--- src/rtl/prog_loader_if.sv ---
// rtl/prog_loader_if.sv - stream input and RAM write port of the program loader
interface prog_loader_if #(
  parameter int DW = 8,
  parameter int AW = 4
);
  logic          in_valid;
  logic [DW-1:0] in_data;
  logic          in_ready;
  logic [AW-1:0] ram_addr;
  logic [DW-1:0] ram_data;
  logic          ram_we;

  modport master (
    output in_valid, in_data,
    input  in_ready, ram_addr, ram_data, ram_we
  );

  modport slave (
    input  in_valid, in_data,
    output in_ready, ram_addr, ram_data, ram_we
  );
endinterface

--- src/rtl/prog_loader.sv ---
// rtl/prog_loader.sv - framed-stream program loader: writes payload to RAM, verifies checksum, releases CPU
module prog_loader #(
  parameter int DW        = 8,
  parameter int AW        = 4,
  parameter bit ZERO_FILL = 1'b0
) (
  input  logic          clk,
  input  logic          clr,
  input  logic          start,
  input  logic [AW-1:0] load_base,
  prog_loader_if.slave  bus,
  output logic          cpu_hold,
  output logic          done,
  output logic          error,
  output logic [AW:0]   word_count
);
  localparam int          DEPTH   = 1 << AW;
  localparam logic [AW:0] DEPTH_W = (AW+1)'(DEPTH);
  localparam logic [AW:0] ONE_W   = (AW+1)'(1);

  typedef enum logic [2:0] {
    S_IDLE, S_HDR, S_DATA, S_CSUM, S_FILL, S_DONE, S_ERR
  } state_e;

  state_e        state_q, state_d;
  logic          in_ready_q, in_ready_d;
  logic          ram_we_q, ram_we_d;
  logic [AW-1:0] ram_addr_q, ram_addr_d;
  logic [DW-1:0] ram_data_q, ram_data_d;
  logic          cpu_hold_q, cpu_hold_d;
  logic          done_q, done_d;
  logic          error_q, error_d;
  logic [AW:0]   word_count_q, word_count_d;
  logic [DW-1:0] csum_q, csum_d;
  logic [AW:0]   len_q, len_d;
  logic [AW-1:0] base_q, base_d;
  logic [AW:0]   fill_idx_q, fill_idx_d;

  logic accept, start_ok, len_bad, csum_ok, data_last, fill_last;
  int   hdr_len;

  assign accept    = bus.in_valid && in_ready_q;
  assign start_ok  = start && (state_q inside {S_IDLE, S_DONE, S_ERR});
  assign hdr_len   = int'(bus.in_data);
  assign len_bad   = (hdr_len == 0) || (hdr_len > DEPTH);
  assign csum_ok   = (bus.in_data == csum_q);
  assign data_last = ((word_count_q + ONE_W) == len_q);
  // Fill covers exactly the DEPTH-LEN locations outside the payload window.
  assign fill_last = ((fill_idx_q + ONE_W) == (DEPTH_W - len_q));

  always_ff @(posedge clk or negedge clr) begin
    if (!clr) begin
      state_q <= S_IDLE;
    end else begin
      state_q <= state_d;
    end
  end

  always_comb begin
    state_d = state_q;
    unique case (state_q)
      S_IDLE, S_DONE, S_ERR: begin
        if (start) state_d = S_HDR;
      end
      S_HDR: begin
        if (accept) state_d = len_bad ? S_ERR : S_DATA;
      end
      S_DATA: begin
        if (accept && data_last) state_d = S_CSUM;
      end
      S_CSUM: begin
        if (accept) begin
          if (!csum_ok) begin
            state_d = S_ERR;
          end else if (ZERO_FILL && (len_q != DEPTH_W)) begin
            state_d = S_FILL;
          end else begin
            state_d = S_DONE;
          end
        end
      end
      S_FILL: begin
        if (fill_last) state_d = S_DONE;
      end
      default: state_d = S_IDLE;
    endcase
  end

  // Status outputs are registered copies of the next state, so they line up with state_q.
  always_comb begin
    in_ready_d   = state_d inside {S_HDR, S_DATA, S_CSUM};
    cpu_hold_d   = (state_d != S_DONE);
    done_d       = (state_d == S_DONE);
    error_d      = (state_d == S_ERR);
    ram_we_d     = 1'b0;
    ram_addr_d   = ram_addr_q;
    ram_data_d   = ram_data_q;
    word_count_d = word_count_q;
    csum_d       = csum_q;
    len_d        = len_q;
    base_d       = base_q;
    fill_idx_d   = fill_idx_q;

    if (start_ok) begin
      base_d       = load_base;
      word_count_d = '0;
    end

    case (state_q)
      S_HDR: begin
        if (accept && !len_bad) begin
          len_d        = (AW+1)'(bus.in_data);
          csum_d       = '0;
          word_count_d = '0;
        end
      end
      S_DATA: begin
        if (accept) begin
          ram_we_d     = 1'b1;
          ram_addr_d   = base_q + word_count_q[AW-1:0];
          ram_data_d   = bus.in_data;
          word_count_d = word_count_q + ONE_W;
          csum_d       = csum_q + bus.in_data;
        end
      end
      S_CSUM: begin
        if (accept) fill_idx_d = '0;
      end
      S_FILL: begin
        ram_we_d   = 1'b1;
        ram_addr_d = base_q + len_q[AW-1:0] + fill_idx_q[AW-1:0];
        ram_data_d = '0;
        fill_idx_d = fill_idx_q + ONE_W;
      end
      default: ;
    endcase
  end

  always_ff @(posedge clk or negedge clr) begin
    if (!clr) begin
      in_ready_q   <= 1'b0;
      ram_we_q     <= 1'b0;
      ram_addr_q   <= '0;
      ram_data_q   <= '0;
      cpu_hold_q   <= 1'b1;
      done_q       <= 1'b0;
      error_q      <= 1'b0;
      word_count_q <= '0;
      csum_q       <= '0;
      len_q        <= '0;
      base_q       <= '0;
      fill_idx_q   <= '0;
    end else begin
      in_ready_q   <= in_ready_d;
      ram_we_q     <= ram_we_d;
      ram_addr_q   <= ram_addr_d;
      ram_data_q   <= ram_data_d;
      cpu_hold_q   <= cpu_hold_d;
      done_q       <= done_d;
      error_q      <= error_d;
      word_count_q <= word_count_d;
      csum_q       <= csum_d;
      len_q        <= len_d;
      base_q       <= base_d;
      fill_idx_q   <= fill_idx_d;
    end
  end

  assign bus.in_ready = in_ready_q;
  assign bus.ram_we   = ram_we_q;
  assign bus.ram_addr = ram_addr_q;
  assign bus.ram_data = ram_data_q;
  assign cpu_hold     = cpu_hold_q;
  assign done         = done_q;
  assign error        = error_q;
  assign word_count   = word_count_q;
endmodule

--- src/flat_wrapper.sv ---
// flat-port wrapper written by rule: the top's interface ports become plain ports
module prog_loader_flat 
#(
  parameter int DW        = 8,
  parameter int AW        = 4,
  parameter bit ZERO_FILL = 1'b0
)
  (clk, clr, start, load_base, cpu_hold, done, error, word_count, bus_in_valid, bus_in_data, bus_in_ready, bus_ram_addr, bus_ram_data, bus_ram_we);
  prog_loader_if #(.DW(DW), .AW(AW)) bus_i ();
  input  logic clk;
  input  logic clr;
  input  logic start;
  input  logic [AW-1:0] load_base;
  output logic cpu_hold;
  output logic done;
  output logic error;
  output logic [AW:0] word_count;
  input wire logic [$bits(bus_i.in_valid)-1:0] bus_in_valid;
  input wire logic [$bits(bus_i.in_data)-1:0] bus_in_data;
  output wire logic [$bits(bus_i.in_ready)-1:0] bus_in_ready;
  output wire logic [$bits(bus_i.ram_addr)-1:0] bus_ram_addr;
  output wire logic [$bits(bus_i.ram_data)-1:0] bus_ram_data;
  output wire logic [$bits(bus_i.ram_we)-1:0] bus_ram_we;
  assign bus_i.in_valid = bus_in_valid;
  assign bus_i.in_data = bus_in_data;
  assign bus_in_ready = bus_i.in_ready;
  assign bus_ram_addr = bus_i.ram_addr;
  assign bus_ram_data = bus_i.ram_data;
  assign bus_ram_we = bus_i.ram_we;
  prog_loader #(.DW(DW), .AW(AW), .ZERO_FILL(ZERO_FILL)) u_core (.clk(clk), .clr(clr), .start(start), .load_base(load_base), .bus(bus_i), .cpu_hold(cpu_hold), .done(done), .error(error), .word_count(word_count));
endmodule
--- config.mk ---
export PLATFORM = sky130hd
export DESIGN_NAME = prog_loader_flat
export DESIGN_NICKNAME = d
export VERILOG_FILES = /design/src/rtl/prog_loader_if.sv /design/src/rtl/prog_loader.sv /design/src/flat_wrapper.sv
export SDC_FILE = /design/constraint.sdc
export NUM_CORES = 1
export LEC_CHECK = 0
export CAP_MARGIN = 5
export CORE_MARGIN = 2
export CORE_UTILIZATION = 55
export CTS_CLUSTER_DIAMETER = 150
export DETAILED_ROUTE_END_ITERATION = 10
export PLACE_DENSITY = 0.83
export SLEW_MARGIN = 20
export SYNTH_ARGS = -nofsm -noshare
export SYNTH_HDL_FRONTEND = slang
export SYNTH_SLANG_ARGS = --single-unit
--- constraint.sdc ---
create_clock -name clk -period 2.95 [get_ports clk]
set_input_delay 0.59 -clock clk [delete_from_list [all_inputs] [get_ports clk]]
set_output_delay 0.59 -clock clk [all_outputs]
set_load 0.005 [all_outputs]
# --- Word-level counts from Yosys, hierarchy flattened ---
# Index checks and enable logic that the tools add are counted.
word_totals:
  register_bits: 47
  latch_bits: 0
  ramBits: 0
  mem_bits_ro: 0
  inputBits: 16
  out_inout_bits: 22
  elab_cells: 80
  memories: 0
op_classes:
  addsub: 7
  mul: 0
  div_mod_pow: 0
  n_lt_le_gt_ge: 1
  eq_ne: 18
  shifts: 0
  mux: 23
  bitwise: 0
  reduce_logical: 18
op_table:
  columns: ["cell", "n"]
  rows:
  - ["32-bit logical NOT", 1]
  - ["8-bit case mux with 2 select lines", 2]
  - ["8-bit two-way mux", 3]
  - ["5-bit two-way mux", 4]
  - ["5-bit case mux with 2 select lines", 2]
  - ["3-bit two-way mux", 6]
  - ["3-bit equality test, second input constant", 5]
  - ["3-bit case mux with 5 select lines", 1]
  - ["4-bit adder", 3]
  - ["3-bit by 2-bit equality test with 1-bit output, second input constant", 4]
  - ["5-bit by 1-bit adder with 5-bit output, second input constant", 2]
  - ["5-bit equality test", 2]
  - ["8-bit adder", 1]
  - ["8-bit equality test", 1]
  - ["8-bit by 5-bit greater-than comparator with 1-bit output, second input constant", 1]
  - ["4-bit case mux with 2 select lines", 1]
  - ["3-bit by 1-bit equality test with 1-bit output, second input constant", 2]
  - ["2-bit by 1-bit != test with 1-bit output, second input constant", 3]
  - ["2-bit AND reduction", 3]
  - ["2-bit nonzero test", 3]
  - ["3-bit nonzero test", 2]
  - ["5-bit subtractor, first input constant", 1]
  - ["1-bit logical AND", 4]
  - ["4-bit two-way mux", 1]
  - ["9 further kinds", 9]

# --- Longest topological paths before layout ---
depth:
  depth_word: 7
  ltp_mapped: 11
  mapped_depth_nobuf: 11

# --- Worst setup path before layout ---
# Ideal clock, no wire load.
synth_timing:
  path_type: "flip-flop to flip-flop"
  startpoint: "register u_core.fill_idx_q[1]"
  endpoint: "register u_core.ram_addr_q[3] (netlist: u_core.bus.ram_addr[3])"
  setup_ns: 0.123
  arrival_ns: 2.107
  t_required_ns: 2.827
  setup_slack_ns: 0.721
  stages_incl_launch_ff: 10
  n_path_buf: 0
  synth_period_minus_slack_ns: 2.229
  cell_sequence: "dfrtp_1 > fa_1 > ha_1 > inv_1 > fa_1 > xnor2_1 > xnor2_1 > xnor2_1 > nand2_1 > o221a_2"
synth_between:
  elab_chain_cells: 2
synth_rtl:
  columns: ["element", "line_no", "source"]
  rows:
  - ["start: declaration", "prog_loader.sv:37", "logic [AW:0] fill_idx_q, fill_idx_d;"]
  - ["start signal: assignment", "prog_loader.sv:165", "fill_idx_q <= fill_idx_d;"]
  - ["4-bit adder", "prog_loader.sv:131", "ram_addr_d = base_q + len_q[AW-1:0] + fill_idx_q[AW-1:0];"]
  - ["4-bit case mux with 2 select lines", "prog_loader.sv:109", "case (state_q)"]
  - ["end signal: assignment", "prog_loader.sv:156", "ram_addr_q <= ram_addr_d;"]
  - ["end: declaration", "prog_loader.sv:28", "logic [AW-1:0] ram_addr_q, ram_addr_d;"]
# No other way between the ends.
# A chain may end at the register's enable or synchronous reset.

# --- Final worst setup path ---
layout_timing:
  startpoint: "input bus_in_data[1]"
  endpoint: "register u_core.cpu_hold_q (netlist: u_core.cpu_hold)"
layout_between:
  elab_chain_cells: 6
  elab_cells_between_ends: 10
  cone_classes: "order compare (1); eq/ne (2); mux (5); reduce/logical (2)"
layout_rtl:
  columns: ["element", "line_no", "source"]
  rows:
  - ["start: declaration", "flat_wrapper.sv:19", "input wire logic [$bits(bus_i.in_data)-1:0] bus_in_data;"]
  - ["8-bit by 5-bit greater-than comparator with 1-bit output or 32-bit logical NOT (tied branches)", "prog_loader.sv:45", "assign len_bad = (hdr_len == 0) || (hdr_len > DEPTH);"]
  - ["1-bit logical OR", "prog_loader.sv:45", null]
  - ["3-bit two-way mux (2 in a row)", "prog_loader.sv:66", "if (accept) state_d = len_bad ? S_ERR : S_DATA;"]
  - ["3-bit case mux with 5 select lines *", "prog_loader.sv:61", "unique case (state_q)"]
  - ["3-bit != test *", "prog_loader.sv:92", "cpu_hold_d = (state_d != S_DONE);"]
  - ["named net u_core.cpu_hold_d", "prog_loader.sv:30", "logic cpu_hold_q, cpu_hold_d;"]
  - ["end signal: assignment", "prog_loader.sv:158", "cpu_hold_q <= cpu_hold_d;"]
  - ["end: declaration", "prog_loader.sv:30", null]
# Mark *: on every way through the listed nets, which the timed path passes. The rest lies on a longest branch.

==> results.tsv <==
stage	metric	value	unit
status	status	complete, no violations	
layout	antennaDiodeCount	0	
grt	grt_pass1_vias	2262	
worst_setup_path	ff2ff_path_depth	11	
routing	final_antenna_net_count	0	
synth	yosysWarnings	0	
synth	synth_edf_count	0	
pwr	p_leak	1.51	nW
floorplan	io_pins	38	
layout	fill_cells	417	
worst_setup_path	crit_type	input pin to flop	
timing	fin_tns_setup	0	ns
pwr	ir_drop	0.000525	V
layout	syn_to_final_growth	18.6	%
grt	gr-total-overflow	0	
routing	drc	0	
synth	async_reset_ff_share	100	%
grt	grt_pass1_wl	11000	um
synth	syn_nets	311	
place	gp_congestion	0.939	
synth	ys_seq_area_share	41.2	%
routing	vias	2235	
routing	via_per_inst	5.78	
synth	synthTopCellsByArea	dfrtp_1 40%, xnor2_1 7.1%, ha_1 6.1%, nand2_1 4.6%, fa_1 4.2%	
worst_setup_path	critPathRequiredTime	3.18	ns
clock_tree	clk_path_buf_depth	2	
clock_tree	cts_tree	done	
worst_setup_path	reg2reg_slack	0.52	ns
clock_tree	clkTransAtPathRegs	0.09	ns
synth	syn_area_per_cell	10.4	um2
synth	yosysMostFrequentCell	dfrtp_1	
worst_setup_path	worst_setup_path_start_kind	input pin	
clock_tree	cts_sinks	47	
grt	antenna_found_initial	0	
synth	netlist_top_cells_count	46 x dfrtp_1, 35 x nand2_1, 23 x xnor2_1, 15 x nand3_1	
clock_tree	cts-root-buf	clkbuf_8	
worst_setup_path	r2r-end	u_core.bus.ram_addr[3]$_DFFE_PN0P_	
timing	period_needed	2.51	ns
timing	setup-violations-final	0	
routing	drtIter0Drc	110	
worst_setup_path	crit_arrival	2.74	ns
clock_tree	clkLatencyLatePin	0.31	ns
layout	fin_util	67.2	%
layout	multi_input_area	1590	um2
synth	ys_types	54	
layout	ff_latch_area	1180	um2
worst_setup_path	crit_path_end_kind	flop	
flow_run	cap_viol_max_count	0	
worst_setup_path	r2r_start	u_core.fill_idx_q[0]$_DFFE_PN0P_	
timing	final-hold-violation-count	0	
worst_setup_path	path_max_fanout	5	
floorplan	core_area	5040	um2
timing	drv_slew	0	
synth	ys_ff_latch	47	
clock_tree	htreeDepth	2	
timing	worst_slew_pin_slew	0.577	ns
min_path	hold_path.class	input pin to asynchronous set/reset pin	
clock_tree	ctsResizeCount	0	
clock_tree	cts_setup_buffers	0	
timing	rsz0062_at_grt	false	
timing	slew_headroom	61.5	%
floorplan	num_rows	26	
place	io_buffer_count	37	
synth	synth_top_area_share	40.3	%
grt	grt_max_degree	48	
floorplan	start_util	56.6	%
floorplan	die_y	76.1	um
floorplan	die_area	5780	um2
place	dp_hpwl	4700	um
synth	synthFlopType	dfrtp_1	
timing	fin_crit_sh	85.0	%
timing	worst_clock_skew	0.00942	ns
layout	drive_gt1_share	11.0	%
routing	first_pass_iters	4	
routing	wl_per_cell	16.2	um
synth	yosysTopAreaCell	dfrtp_1	
pwr	p_per_area	953	nW/um2
floorplan	die_x	76.1	um
clock_tree	numCtsBuffers	5	
grt	grtUsageTotal	23.9	%
timing	fmax	399	MHz
synth	syn_area	2860	um2
routing	wirelength	6260	um
layout	fin_nets	352	
clock_tree	cts_hold_buffers	0	
synth	netlist_instances	275	
## layout by cell type, fill, tap and decap left out, types with 2 or more instances in the layout
| cell | n |
|---|---|
| and2_1 | 3 |
| nand2_1 | 35 |
| xnor2_1 | 23 |
| o31ai_1 | 4 |
| a41oi_1 | 2 |
| o21ai_0 | 14 |
| a21oi_1 | 8 |
| ha_1 | 14 |
| nor3_1 | 4 |
| a211oi_1 | 3 |
| nor4_2 | 2 |
| xor2_1 | 11 |
| clkdlybuf4s50_1 | 36 |
| inv_1 | 14 |
| a22o_1 | 4 |
| nand3_1 | 15 |
| nor3b_1 | 2 |
| o21a_1 | 2 |
| fa_1 | 6 |
| dfrtp_1 | 46 |
| mux2_2 | 9 |
| nor4_1 | 3 |
| o221a_2 | 2 |
| nor2b_1 | 3 |
| clkbuf_8 | 5 |
| nor2_1 | 7 |
| buf_4 | 4 |
| a221o_1 | 2 |
| a221oi_1 | 2 |
| a21o_1 | 3 |
| and3_1 | 3 |
## report_power, final
group / leakage, nW / total [mW] / internal [mW] / switching, mW
clock: 0.0412 / 0.386 / 0.166 / 0.220
combinational: 0.854 / 1.66 / 0.860 / 0.800
sequential: 0.611 / 1.18 / 0.891 / 0.291
total: 1.51 / 3.23 / 1.92 / 1.31
## worst max-delay path, cell delays in order
cell and delay [ns]:
clkdlybuf4s50_1 0.52, ha_1 0.39, nor4_1 0.48, nand4b_1 0.15
o211ai_1 0.14, a41oi_1 0.12, a211o_1 0.33
## metal layers
metal	GRT usage [%]	vias to the layer above	share of wire (%)
li1	-	1058	-
met1	31.3	1103	43
met2	40.4	63	51
met3	4.50	11	4.3
met4	7.64	0	1.7
met5	0	-	0
## worst max path at each step
stage	start	to	slack (ns)	cells after the start
3_3_place_gp	bus_in_data[0]	u_core.csum_q[6]$_DFFE_PN0P_	0.29	8
4_1_cts	bus_in_data[1]	u_core.cpu_hold$_DFF_PN1_	0.50	7
2_1_floorplan	u_core.fill_idx_q[1]$_DFFE_PN0P_	u_core.bus.ram_addr[3]$_DFFE_PN0P_	0.72	9
6_report	bus_in_data[1]	u_core.cpu_hold$_DFF_PN1_	0.44	7
5_1_grt	bus_in_data[1]	u_core.cpu_hold$_DFF_PN1_	0.33	7
3_5_place_dp	bus_in_data[1]	u_core.cpu_hold$_DFF_PN1_	0.19	7
## layout make-up
cell class	count	share of cell area [%]
repair buffers	40	11.5
clock buffers	6	2.14
clock inverters	2	0.369
multi-input cells	207	47.0
flip-flops and latches	47	34.8
inverters	15	1.66
well taps	70	2.59
## state kept, by name, summed over array words and instances, names as in the netlist
| signal | flops |
|---|---|
| u_core.bus.ram_data | 8 |
| u_core.csum_q | 8 |
| u_core.fill_idx_q | 5 |
| u_core.len_q | 5 |
| u_core.word_count | 5 |
| u_core.base_q | 4 |
| u_core.bus.ram_addr | 4 |
| u_core.state_q | 3 |
| u_core.bus.in_ready | 1 |
| u_core.bus.ram_we | 1 |
| u_core.cpu_hold | 1 |
| u_core.done | 1 |
| u_core.error | 1 |
## per-stage QoR
stage	cells	setup slack, ns	area, um2	hold slack (ns)	power, mW
2_1_floorplan	275	0.721	2860	0.294	2.29
3_5_place_dp	379	0.195	3300	0.480	2.84
6_report	387	0.443	3390	0.274	3.23
4_1_cts	387	0.499	3380	0.491	3.25
3_3_place_gp	379	0.290	3300	0.471	2.77
5_1_grt	387	0.326	3390	0.331	3.50
## kinds of logic (layout without fill, tap and decap cells)
logic type                 count (synthesis)  count (layout)  share of synthesized area, %
AOI/OAI and AO/OA                         55              55                          13.9
xor gates and xnor gates                  34              34                          10.4
adders and majority gates                 21              21                          10.7
buffers and inverters                     21              63                          3.07
DFF                                       47              47                          41.2
muxes                                     10              10                          3.90
and+or+nand+nor                           87              87                          16.8
(Power assumes the default switching activity.)
